--- config.mk ---
export PLATFORM = sky130hd
export DESIGN_NAME = lt_prefetch_queue_flat
export DESIGN_NICKNAME = d
export VERILOG_FILES = /design/src/rtl/lt_prefetch_queue_if.sv /design/src/rtl/lt_prefetch_queue.sv /design/src/flat_wrapper.sv
export SDC_FILE = /design/constraint.sdc
export NUM_CORES = 1
export LEC_CHECK = 0
export ABC_AREA = 1
export ABC_CLOCK_PERIOD_IN_PS = 4700
export BUFFER_PORTS_ARGS = -buffer_cell sky130_fd_sc_hd__buf_2
export CAP_MARGIN = 10
export CORE_AREA = 2 2 180 182
export CTS_CLUSTER_SIZE = 20
export DETAILED_ROUTE_END_ITERATION = 10
export DIE_AREA = 0 0 182 184
export PLACE_DENSITY = 0.76
export SYNTH_ARGS = -nofsm -noshare
export SYNTH_HDL_FRONTEND = slang
export SYNTH_SLANG_ARGS = --single-unit
export TNS_END_PERCENT = 50
--- constraint.sdc ---
create_clock -name clk -period 4.7 [get_ports clk]
set_input_delay 0.94 -clock clk [delete_from_list [all_inputs] [get_ports clk]]
set_output_delay 0.94 -clock clk [all_outputs]
set_load 0.005 [all_outputs]
--- src/rtl/lt_prefetch_queue_if.sv ---
// lt bus connection for the prefetch unit: request strobe, address and
// byte enables out from the master; completion, read data and fault back.
interface lt_prefetch_queue_if;
  logic        bus_enable;
  logic        bus_wr_en;
  logic [31:0] bus_addr;
  logic [3:0]  bus_be;
  logic        bus_ready;
  logic [31:0] bus_o_data;
  logic        bus_err;

  modport master (
    output bus_enable, bus_wr_en, bus_addr, bus_be,
    input  bus_ready, bus_o_data, bus_err
  );

  modport slave (
    input  bus_enable, bus_wr_en, bus_addr, bus_be,
    output bus_ready, bus_o_data, bus_err
  );
endinterface

--- src/rtl/lt_prefetch_queue.sv ---
// Instruction prefetch queue: fetches sequential words ahead of the core on
// the lt bus and presents {pc, instr, err} entries from a DEPTH-deep FIFO.
// Compressed encodings are skipped, redirects flush, bus faults halt fetch.
module lt_prefetch_queue #(
  parameter int unsigned    AW       = 32,
  parameter int unsigned    DEPTH    = 4,
  parameter logic [AW-1:0]  RESET_PC = '0,
  parameter int unsigned    SKIP_C   = 1
) (
  input  logic                     clk,
  input  logic                     rst,
  input  logic                     redirect,
  input  logic [AW-1:0]            redirect_pc,
  output logic                     out_valid,
  output logic [31:0]              out_instr,
  output logic [AW-1:0]            out_pc,
  output logic                     out_err,
  input  logic                     out_take,
  output logic [$clog2(DEPTH):0]   level,
  lt_prefetch_queue_if.master      bus
);

  localparam int unsigned    PW      = $clog2(DEPTH);
  localparam logic [PW-1:0]  PTR_ONE = PW'(1);
  localparam logic [PW:0]    LVL_ONE = (PW+1)'(1);
  localparam logic [AW-1:0]  PC_MASK = ~AW'(1);

  typedef enum logic [1:0] {
    S_IDLE,
    S_REQ,
    S_GAP,
    S_HALT
  } state_t;

  state_t          r_state;
  state_t          w_state_nxt;
  logic [AW-1:0]   r_fetch_pc;
  logic            r_discard;
  logic            w_discard_nxt;
  logic            r_bus_enable;
  logic [31:0]     r_bus_addr;

  logic [PW-1:0]   r_head;
  logic [PW-1:0]   r_tail;
  logic [PW:0]     r_level;
  logic [AW-1:0]   r_q_pc    [DEPTH];
  logic [31:0]     r_q_instr [DEPTH];
  logic            r_q_err   [DEPTH];

  logic            w_inflight;
  logic            w_room;
  logic            w_issue;
  logic            w_resp;
  logic            w_keep;
  logic            w_compressed;
  logic            w_push;
  logic            w_pop;

  // Response classification and queue-side handshake decode.
  always_comb begin
    w_inflight   = (r_state == S_REQ) && !r_discard;
    w_room       = (32'(r_level) + 32'(w_inflight)) < DEPTH;
    w_resp       = (r_state == S_REQ) && bus.bus_ready;
    w_keep       = w_resp && !r_discard && !redirect;
    w_compressed = (SKIP_C != 0) && (bus.bus_o_data[1:0] != 2'b11) && !bus.bus_err;
    w_push       = w_keep && !w_compressed;
    w_pop        = out_take && (r_level != '0) && !redirect;
  end

  // Fetch FSM next-state: issue, wait for completion, mandatory idle gap, halt on fault.
  always_comb begin
    w_state_nxt   = r_state;
    w_discard_nxt = r_discard;
    w_issue       = 1'b0;
    unique case (r_state)
      S_IDLE: begin
        if (!redirect && w_room) begin
          w_state_nxt = S_REQ;
          w_issue     = 1'b1;
        end
      end
      S_REQ: begin
        // A redirect never abandons the bus request; it only marks the
        // eventual response for dropping (or drops it in the same cycle).
        if (bus.bus_ready) begin
          w_discard_nxt = 1'b0;
          w_state_nxt   = (w_keep && bus.bus_err) ? S_HALT : S_GAP;
        end else if (redirect) begin
          w_discard_nxt = 1'b1;
        end
      end
      S_GAP: begin
        w_state_nxt = S_IDLE;
      end
      S_HALT: begin
        if (redirect) begin
          w_state_nxt = S_IDLE;
        end
      end
      default: begin
        w_state_nxt = S_IDLE;
      end
    endcase
  end

  // FSM state and discard flag registers.
  always_ff @(posedge clk or posedge rst) begin
    if (rst) begin
      r_state   <= S_IDLE;
      r_discard <= 1'b0;
    end else begin
      r_state   <= w_state_nxt;
      r_discard <= w_discard_nxt;
    end
  end

  // Bus request strobe and address, held from issue until completion.
  always_ff @(posedge clk or posedge rst) begin
    if (rst) begin
      r_bus_enable <= 1'b0;
      r_bus_addr   <= '0;
    end else if (w_issue) begin
      r_bus_enable <= 1'b1;
      r_bus_addr   <= 32'(r_fetch_pc);
    end else if (w_resp) begin
      r_bus_enable <= 1'b0;
    end
  end

  // Sequential fetch address: redirect target, else advance past the accepted parcel.
  always_ff @(posedge clk or posedge rst) begin
    if (rst) begin
      r_fetch_pc <= RESET_PC;
    end else if (redirect) begin
      r_fetch_pc <= redirect_pc & PC_MASK;
    end else if (w_keep) begin
      r_fetch_pc <= r_fetch_pc + (w_compressed ? AW'(2) : AW'(4));
    end
  end

  // Queue pointers and occupancy; a redirect empties the queue outright.
  always_ff @(posedge clk or posedge rst) begin
    if (rst) begin
      r_head  <= '0;
      r_tail  <= '0;
      r_level <= '0;
    end else if (redirect) begin
      r_head  <= '0;
      r_tail  <= '0;
      r_level <= '0;
    end else begin
      if (w_push) begin
        r_tail <= r_tail + PTR_ONE;
      end
      if (w_pop) begin
        r_head <= r_head + PTR_ONE;
      end
      if (w_push && !w_pop) begin
        r_level <= r_level + LVL_ONE;
      end else if (w_pop && !w_push) begin
        r_level <= r_level - LVL_ONE;
      end
    end
  end

  // Queue storage; contents are only observed through a valid head.
  always_ff @(posedge clk) begin
    if (w_push) begin
      r_q_pc[r_tail]    <= r_fetch_pc;
      r_q_instr[r_tail] <= bus.bus_o_data;
      r_q_err[r_tail]   <= bus.bus_err;
    end
  end

  // Head entry presented combinationally, zeroed while the queue is empty.
  always_comb begin
    out_valid = (r_level != '0);
    out_pc    = '0;
    out_instr = '0;
    out_err   = 1'b0;
    if (out_valid) begin
      out_pc    = r_q_pc[r_head];
      out_instr = r_q_instr[r_head];
      out_err   = r_q_err[r_head];
    end
  end

  // Bus outputs: read-only, full-word accesses.
  always_comb begin
    bus.bus_enable = r_bus_enable;
    bus.bus_addr   = r_bus_addr;
    bus.bus_wr_en  = 1'b0;
    bus.bus_be     = '1;
    level          = r_level;
  end

  // Slot reservation at issue guarantees a push always finds room.
  a_no_overflow: assert property (@(posedge clk) disable iff (rst)
    w_push |-> (32'(r_level) < DEPTH));

  // Occupancy never exceeds the queue depth.
  a_level_range: assert property (@(posedge clk) disable iff (rst)
    32'(r_level) <= DEPTH);

  // The strobe is low whenever the FSM is not waiting on a request.
  a_enable_req: assert property (@(posedge clk) disable iff (rst)
    r_bus_enable == (r_state == S_REQ));

endmodule

--- src/flat_wrapper.sv ---
// flat-port wrapper written by rule: the top's interface ports become plain ports
module lt_prefetch_queue_flat 
#(
  parameter int unsigned    AW       = 32,
  parameter int unsigned    DEPTH    = 4,
  parameter logic [AW-1:0]  RESET_PC = '0,
  parameter int unsigned    SKIP_C   = 1
)
  (clk, rst, redirect, redirect_pc, out_valid, out_instr, out_pc, out_err, out_take, level, bus_bus_enable, bus_bus_wr_en, bus_bus_addr, bus_bus_be, bus_bus_ready, bus_bus_o_data, bus_bus_err);
  lt_prefetch_queue_if bus_i ();
  input  logic clk;
  input  logic rst;
  input  logic redirect;
  input  logic [AW-1:0] redirect_pc;
  output logic out_valid;
  output logic [31:0] out_instr;
  output logic [AW-1:0] out_pc;
  output logic out_err;
  input  logic out_take;
  output logic [$clog2(DEPTH):0] level;
  output wire logic [$bits(bus_i.bus_enable)-1:0] bus_bus_enable;
  output wire logic [$bits(bus_i.bus_wr_en)-1:0] bus_bus_wr_en;
  output wire logic [$bits(bus_i.bus_addr)-1:0] bus_bus_addr;
  output wire logic [$bits(bus_i.bus_be)-1:0] bus_bus_be;
  input wire logic [$bits(bus_i.bus_ready)-1:0] bus_bus_ready;
  input wire logic [$bits(bus_i.bus_o_data)-1:0] bus_bus_o_data;
  input wire logic [$bits(bus_i.bus_err)-1:0] bus_bus_err;
  assign bus_bus_enable = bus_i.bus_enable;
  assign bus_bus_wr_en = bus_i.bus_wr_en;
  assign bus_bus_addr = bus_i.bus_addr;
  assign bus_bus_be = bus_i.bus_be;
  assign bus_i.bus_ready = bus_bus_ready;
  assign bus_i.bus_o_data = bus_bus_o_data;
  assign bus_i.bus_err = bus_bus_err;
  lt_prefetch_queue #(.AW(AW), .DEPTH(DEPTH), .RESET_PC(RESET_PC), .SKIP_C(SKIP_C)) u_core (.clk(clk), .rst(rst), .redirect(redirect), .redirect_pc(redirect_pc), .out_valid(out_valid), .out_instr(out_instr), .out_pc(out_pc), .out_err(out_err), .out_take(out_take), .level(level), .bus(bus_i));
endmodule
; Word-level counts from Yosys, hierarchy flattened
; Memory sizes are Yosys's and may differ from the RTL's.
; Cells that the tools add are included.
; Widths: inputs -> output; s select.
[word_totals]
register_bits = 75
ram_bits = 260
input_bits = 70
out_inout_bits = 107
wordCells = 79
n_memories = 3
[memory_table]
columns = name, depth, width, read_ports, rd_clocked_by_memory_dff, wr, line
row1 = u_core.r_q_instr, 4, 32, 1, 0, 1, lt_prefetch_queue.sv:47  ; logic [31:0] r_q_instr [DEPTH];
row2 = u_core.r_q_pc, 4, 32, 1, 0, 1, lt_prefetch_queue.sv:46  ; logic [AW-1:0] r_q_pc [DEPTH];
row3 = u_core.r_q_err, 4, 1, 1, 0, 1, lt_prefetch_queue.sv:48  ; logic r_q_err [DEPTH];
[op_classes]
n_addsub = 6
n_lt_le_gt_ge = 1
eq_ne = 7
n_mux = 26
reduce_logical = 28
[op_table]
columns = operator, n
row1 = $mux 32, 4
row2 = $add 32x32->32, 1
row3 = $lt 32x3->1 const B, 1
row4 = $mux 2, 7
row5 = $logic_and 1x1->1, 12
row6 = $mux 3, 4
row7 = $mux 1, 10
row8 = $reduce_bool 2->1, 5
row9 = $pmux 2 s4, 1
row10 = $logic_not 1->1, 6
row11 = $ne 2x2->1 const B, 3
row12 = $reduce_bool 3->1, 2
row13 = $add 2x1->2 const B, 2
row14 = $add 3x1->4, 1
row15 = $eq 2x2->1 const B, 2
row16 = $add 3x1->3 const B, 1
row17 = $reduce_and 3->1, 1
row18 = $sub 3x1->3 const B, 1
row19 = $eq 2x1->1 const B, 1
row20 = $logic_not 2->1, 1
row21 = $ne 2x1->1 const B, 1
row22 = $reduce_and 2->1, 1

; Depth between registers and ports, before layout
[logic_depth]
depth_word = 10
ltp_mapped = 14
mapped_depth_nobuf = 14

; Worst setup path after synthesis
; No wires, ideal clock.
[synth_path]
path_kind = input-to-reg
startpoint = in bus_bus_ready
endpoint = mem u_core.r_q_err[0], enable pin
setup_ns = 0.486
arrival_time_ns = 4.044
required_ns = 4.214
slack_ns = 0.169
stages = 4
n_path_buf = 0
cell_sequence = nand3_4 nor2_8 nand3_4 nor2_1
[synth_between]
elab_chain_len = 6
[synth_lines]
columns = element, line
row1 = start: declaration, flat_wrapper.sv:25  ; input wire logic [$bits(bus_i.bus_ready)-1:0] bus_bus_ready;
row2 = $logic_and 1x1->1, lt_prefetch_queue.sv:63  ; w_resp = (r_state == S_REQ) && bus.bus_ready;
row3 = $logic_and 1x1->1 (2 in series), lt_prefetch_queue.sv:64  ; w_keep = w_resp && !r_discard && !redirect;
row4 = $logic_and 1x1->1, lt_prefetch_queue.sv:66  ; w_push = w_keep && !w_compressed;
row5 = $mux 1, lt_prefetch_queue.sv:168  ; if (w_push) begin
row6 = $mux 1 (implied by the code), lt_prefetch_queue.sv:171  ; r_q_err[r_tail] <= bus.bus_err;
row7 = end: declaration, lt_prefetch_queue.sv:48
; Every way passes these cells.

; Worst setup path in the final report
[layout_path]
startpoint = reg u_core.r_head[0]
endpoint = out out_pc[7]
[layout_between]
elab_chain_len = 2
[layout_lines]
columns = element, line
row1 = start: declaration, lt_prefetch_queue.sv:43  ; logic [PW-1:0] r_head;
row2 = start signal: assignment, lt_prefetch_queue.sv:156  ; r_head <= r_head + PTR_ONE;
row3 = $mem_v2 4x32, -
row4 = $mux 32, lt_prefetch_queue.sv:181  ; if (out_valid) begin
row5 = end: declaration, flat_wrapper.sv:17  ; output logic [AW-1:0] out_pc;
; Every way passes these cells.

==> results.tsv <==
metric	value	unit
status	finished, final reports clean	
cp_slowest_stage_delay	800	ps
cp_num_buf_inv	3	
diodes	0	
cts.repair.resized	0	
drtIter0Drc	935	
reg2reg_depth	11	
grt_usage	0.196	
drive_above_1_share	0.177	
synthMuxAreaShare	0.00564	
cp.required	3760	ps
p_total	0.00820	W
fillers	2684	
synth_top_family_by_area	simple AND/OR/NAND/NOR gates	
ant_nets	0	
h-tree-depth	2	
syn_area_per_cell	10.5	um2
drv_cap	0	
fin_nets	1560	
ys_ff_latch	329	
vdd_drop_max	301	uV
multiInputGateArea	3940	um2
clk_path_buf_depth	3	
route.detailed.drc	0	
clkTransAtPathRegs	60	ps
yosys.area_share.simple	0.165	
slowest_stage	dfrtp_4	
synth-xor-area-share	0.00626	
fin_tns_setup	0	ps
postSynthCellCount	1326	
ys_warn_count	0	
cts_hold_buf	0	
p_leak	6.52	nW
grt_pass1_wl	51200	um
synth-seq-area-share	0.680	
fin_crit_sh	0.838	
drv_slew	0	
antenna_found_initial	0	
r2r_start	u_core.r_fetch_pc[1]	
worstPathCellList	clkinv_2 > buf_12 > o21ai_0 > a21oi_1 > buf_2	
coreArea	31400	um2
design.portCount	177	
mappedNetlistArea	14000	um2
reg2reg_to	u_core.r_fetch_pc[29]	
clk_latency	510	ps
hold_class	reg -> reg	
die_area	33500	um2
die_h	184	um
hold_viol	0	
synthAdderAreaFrac	0.00823	
numCtsBuffers	35	
cts_root_buf	clkbuf_16	
worstSetupPathType	reg -> out	
register_area	9520	um2
portBuffers	168	
whs	483	ps
end_kind	output pin	
grt_pass1_vias	9569	
clock-sinks	329	
reg2reg_slack	2230	ps
rows	65	
grt.overflow.total	0	
power_per_cell_area	501	nW/um2
grt_max_degree	81	
dp_hpwl	20600	um
vias	10100	
dr.pass1.iters	6	
critPathTopFamily	buffers and inverters	
whs_path_depth	2	
synth.distinct_cells	33	
die_w	182	um
hp-start	u_core.bus.bus_addr[3]	
place_area	15200	um2
fin_skew	15.1	ps
start_kind	flop	
post_cts_buffers	0	
holdPathEnd	u_core.bus.bus_addr[3]	
wl	33100	um
max_freq	0.254	GHz
slew_headroom	0.344	
worst-path-max-fanout	80	
setup_viol	0	
cts_tree	built	
tightest_slew	983	ps
crit_arrival	3000	ps
synth-compound-area-share	0.0925	
via_per_inst	5.27	
place_congestion	0.882	
period_needed	3940	ps
rsz0062_at_grt	false	
initial_core_util	0.445	
wl_per_cell	17.4	um
areaGrowthSynthToFinish	16.9	%
postLayoutCellArea	16400	um2
==> final cells by class <==
class | count | share of cell area
flip-flops and latches | 329 | 0.582
inverters | 67 | 0.0156
clock inverters | 21 | 0.0108
well taps | 402 | 0.0308
multi-input cells | 865 | 0.241
repair buffers | 184 | 0.0611
clock buffers | 41 | 0.0588
==> tightest hold or removal path: stages, from the launching register on <==
cell	delay, ps
dfrtp_1	330
nand2_1	50
o21ai_0	60
==> per-layer routing <==
| metal | routed length (um) | vias to the layer above | global-route usage |
|---|---|---|---|
| met1 | 13900 | 4763 | 0.262 |
| li1 | - | 4797 | - |
| met3 | 2540 | 68 | 0.0309 |
| met2 | 15700 | 426 | 0.327 |
| met4 | 1010 | 0 | 0.0729 |
| met5 | 0 | - | 0 |
==> registers in the layout (all words and copies together), names as in the netlist <==
register	count
u_core.r_discard	1
u_core.r_q_instr	128
u_core.bus.bus_addr	31
u_core.r_head	2
u_core.bus.bus_enable	1
u_core.r_fetch_pc	31
u_core.r_q_err	4
u_core.level	3
u_core.r_tail	2
u_core.r_q_pc	124
u_core.r_state	2
==> cells in the final DEF (no fill, tap or decap), drive strengths merged, types with 3 or more instances in the layout <==
cell type and n:
o21ai 170, dfrtp 73, nand3 46, o211ai 5, clkinvlp 3, buf 184, mux2 7, nand4 3
clkinv 11, edfxtp 256, a21oi 73, nand2 204, conb 7, clkbuf 41, xor2 9, ha 6
nor2 325, inv 72
==> where the power goes <==
group	total, W	switching, W	internal (W)
clock network	0.00269	0.00111	0.00159
registers	0.00373	0.000285	0.00344
logic	0.00178	0.00114	0.000638
==> worst max-delay path by stage <==
stage	end	cells past startpoint	start	slack (ps)
floorplan	u_core.r_q_err[0]	4	bus_bus_ready	170
global placement	out_pc[14]	5	u_core.r_head[0]	1270
detailed placement	out_pc[11]	5	u_core.r_head[0]	1210
CTS	out_pc[11]	5	u_core.r_head[0]	690
global route	out_pc[11]	5	u_core.r_head[0]	430
finish	out_pc[7]	5	u_core.r_head[0]	760
==> stage by stage <==
step	std cells	util	worst slack [ps]
3_3_place_gp	1847	0.485	1270
3_5_place_dp	1847	0.485	1210
4_1_cts	1909	0.521	690
5_1_grt	1909	0.521	432
2_1_floorplan	1331	-	169
6_report	1909	0.521	760
==> cells in the mapped netlist, drive strengths merged <==
cell,instances,area (um2)
a21oi,73,365
a31oi,2,12.5
buf,45,234
clkbuf,25,93.8
conb,2,7.51
dfrtp,73,1830
edfxtp,256,7690
fa,2,40.0
ha,6,75.1
inv,67,254
mux2,7,78.8
nand2,204,768
nand3,46,255
nand3b,1,7.51
nand4,3,18.8
nor2,325,1260
o211ai,5,37.5
o21a,1,7.51
o21ai,170,851
o21bai,1,7.51
o22ai,2,12.5
xnor2,1,8.76
xor2,9,78.8
==> logic make-up (layout without fill, tap and decap cells) <==
group,after synthesis,count (layout)
flops,329,329
fa+ha+maj,8,8
compound gates,254,254
xor+xnor,10,10
buf+inv,137,313
simple gates,579,579
other cells,2,7
mux,7,7
(Power assumes the default switching activity.)
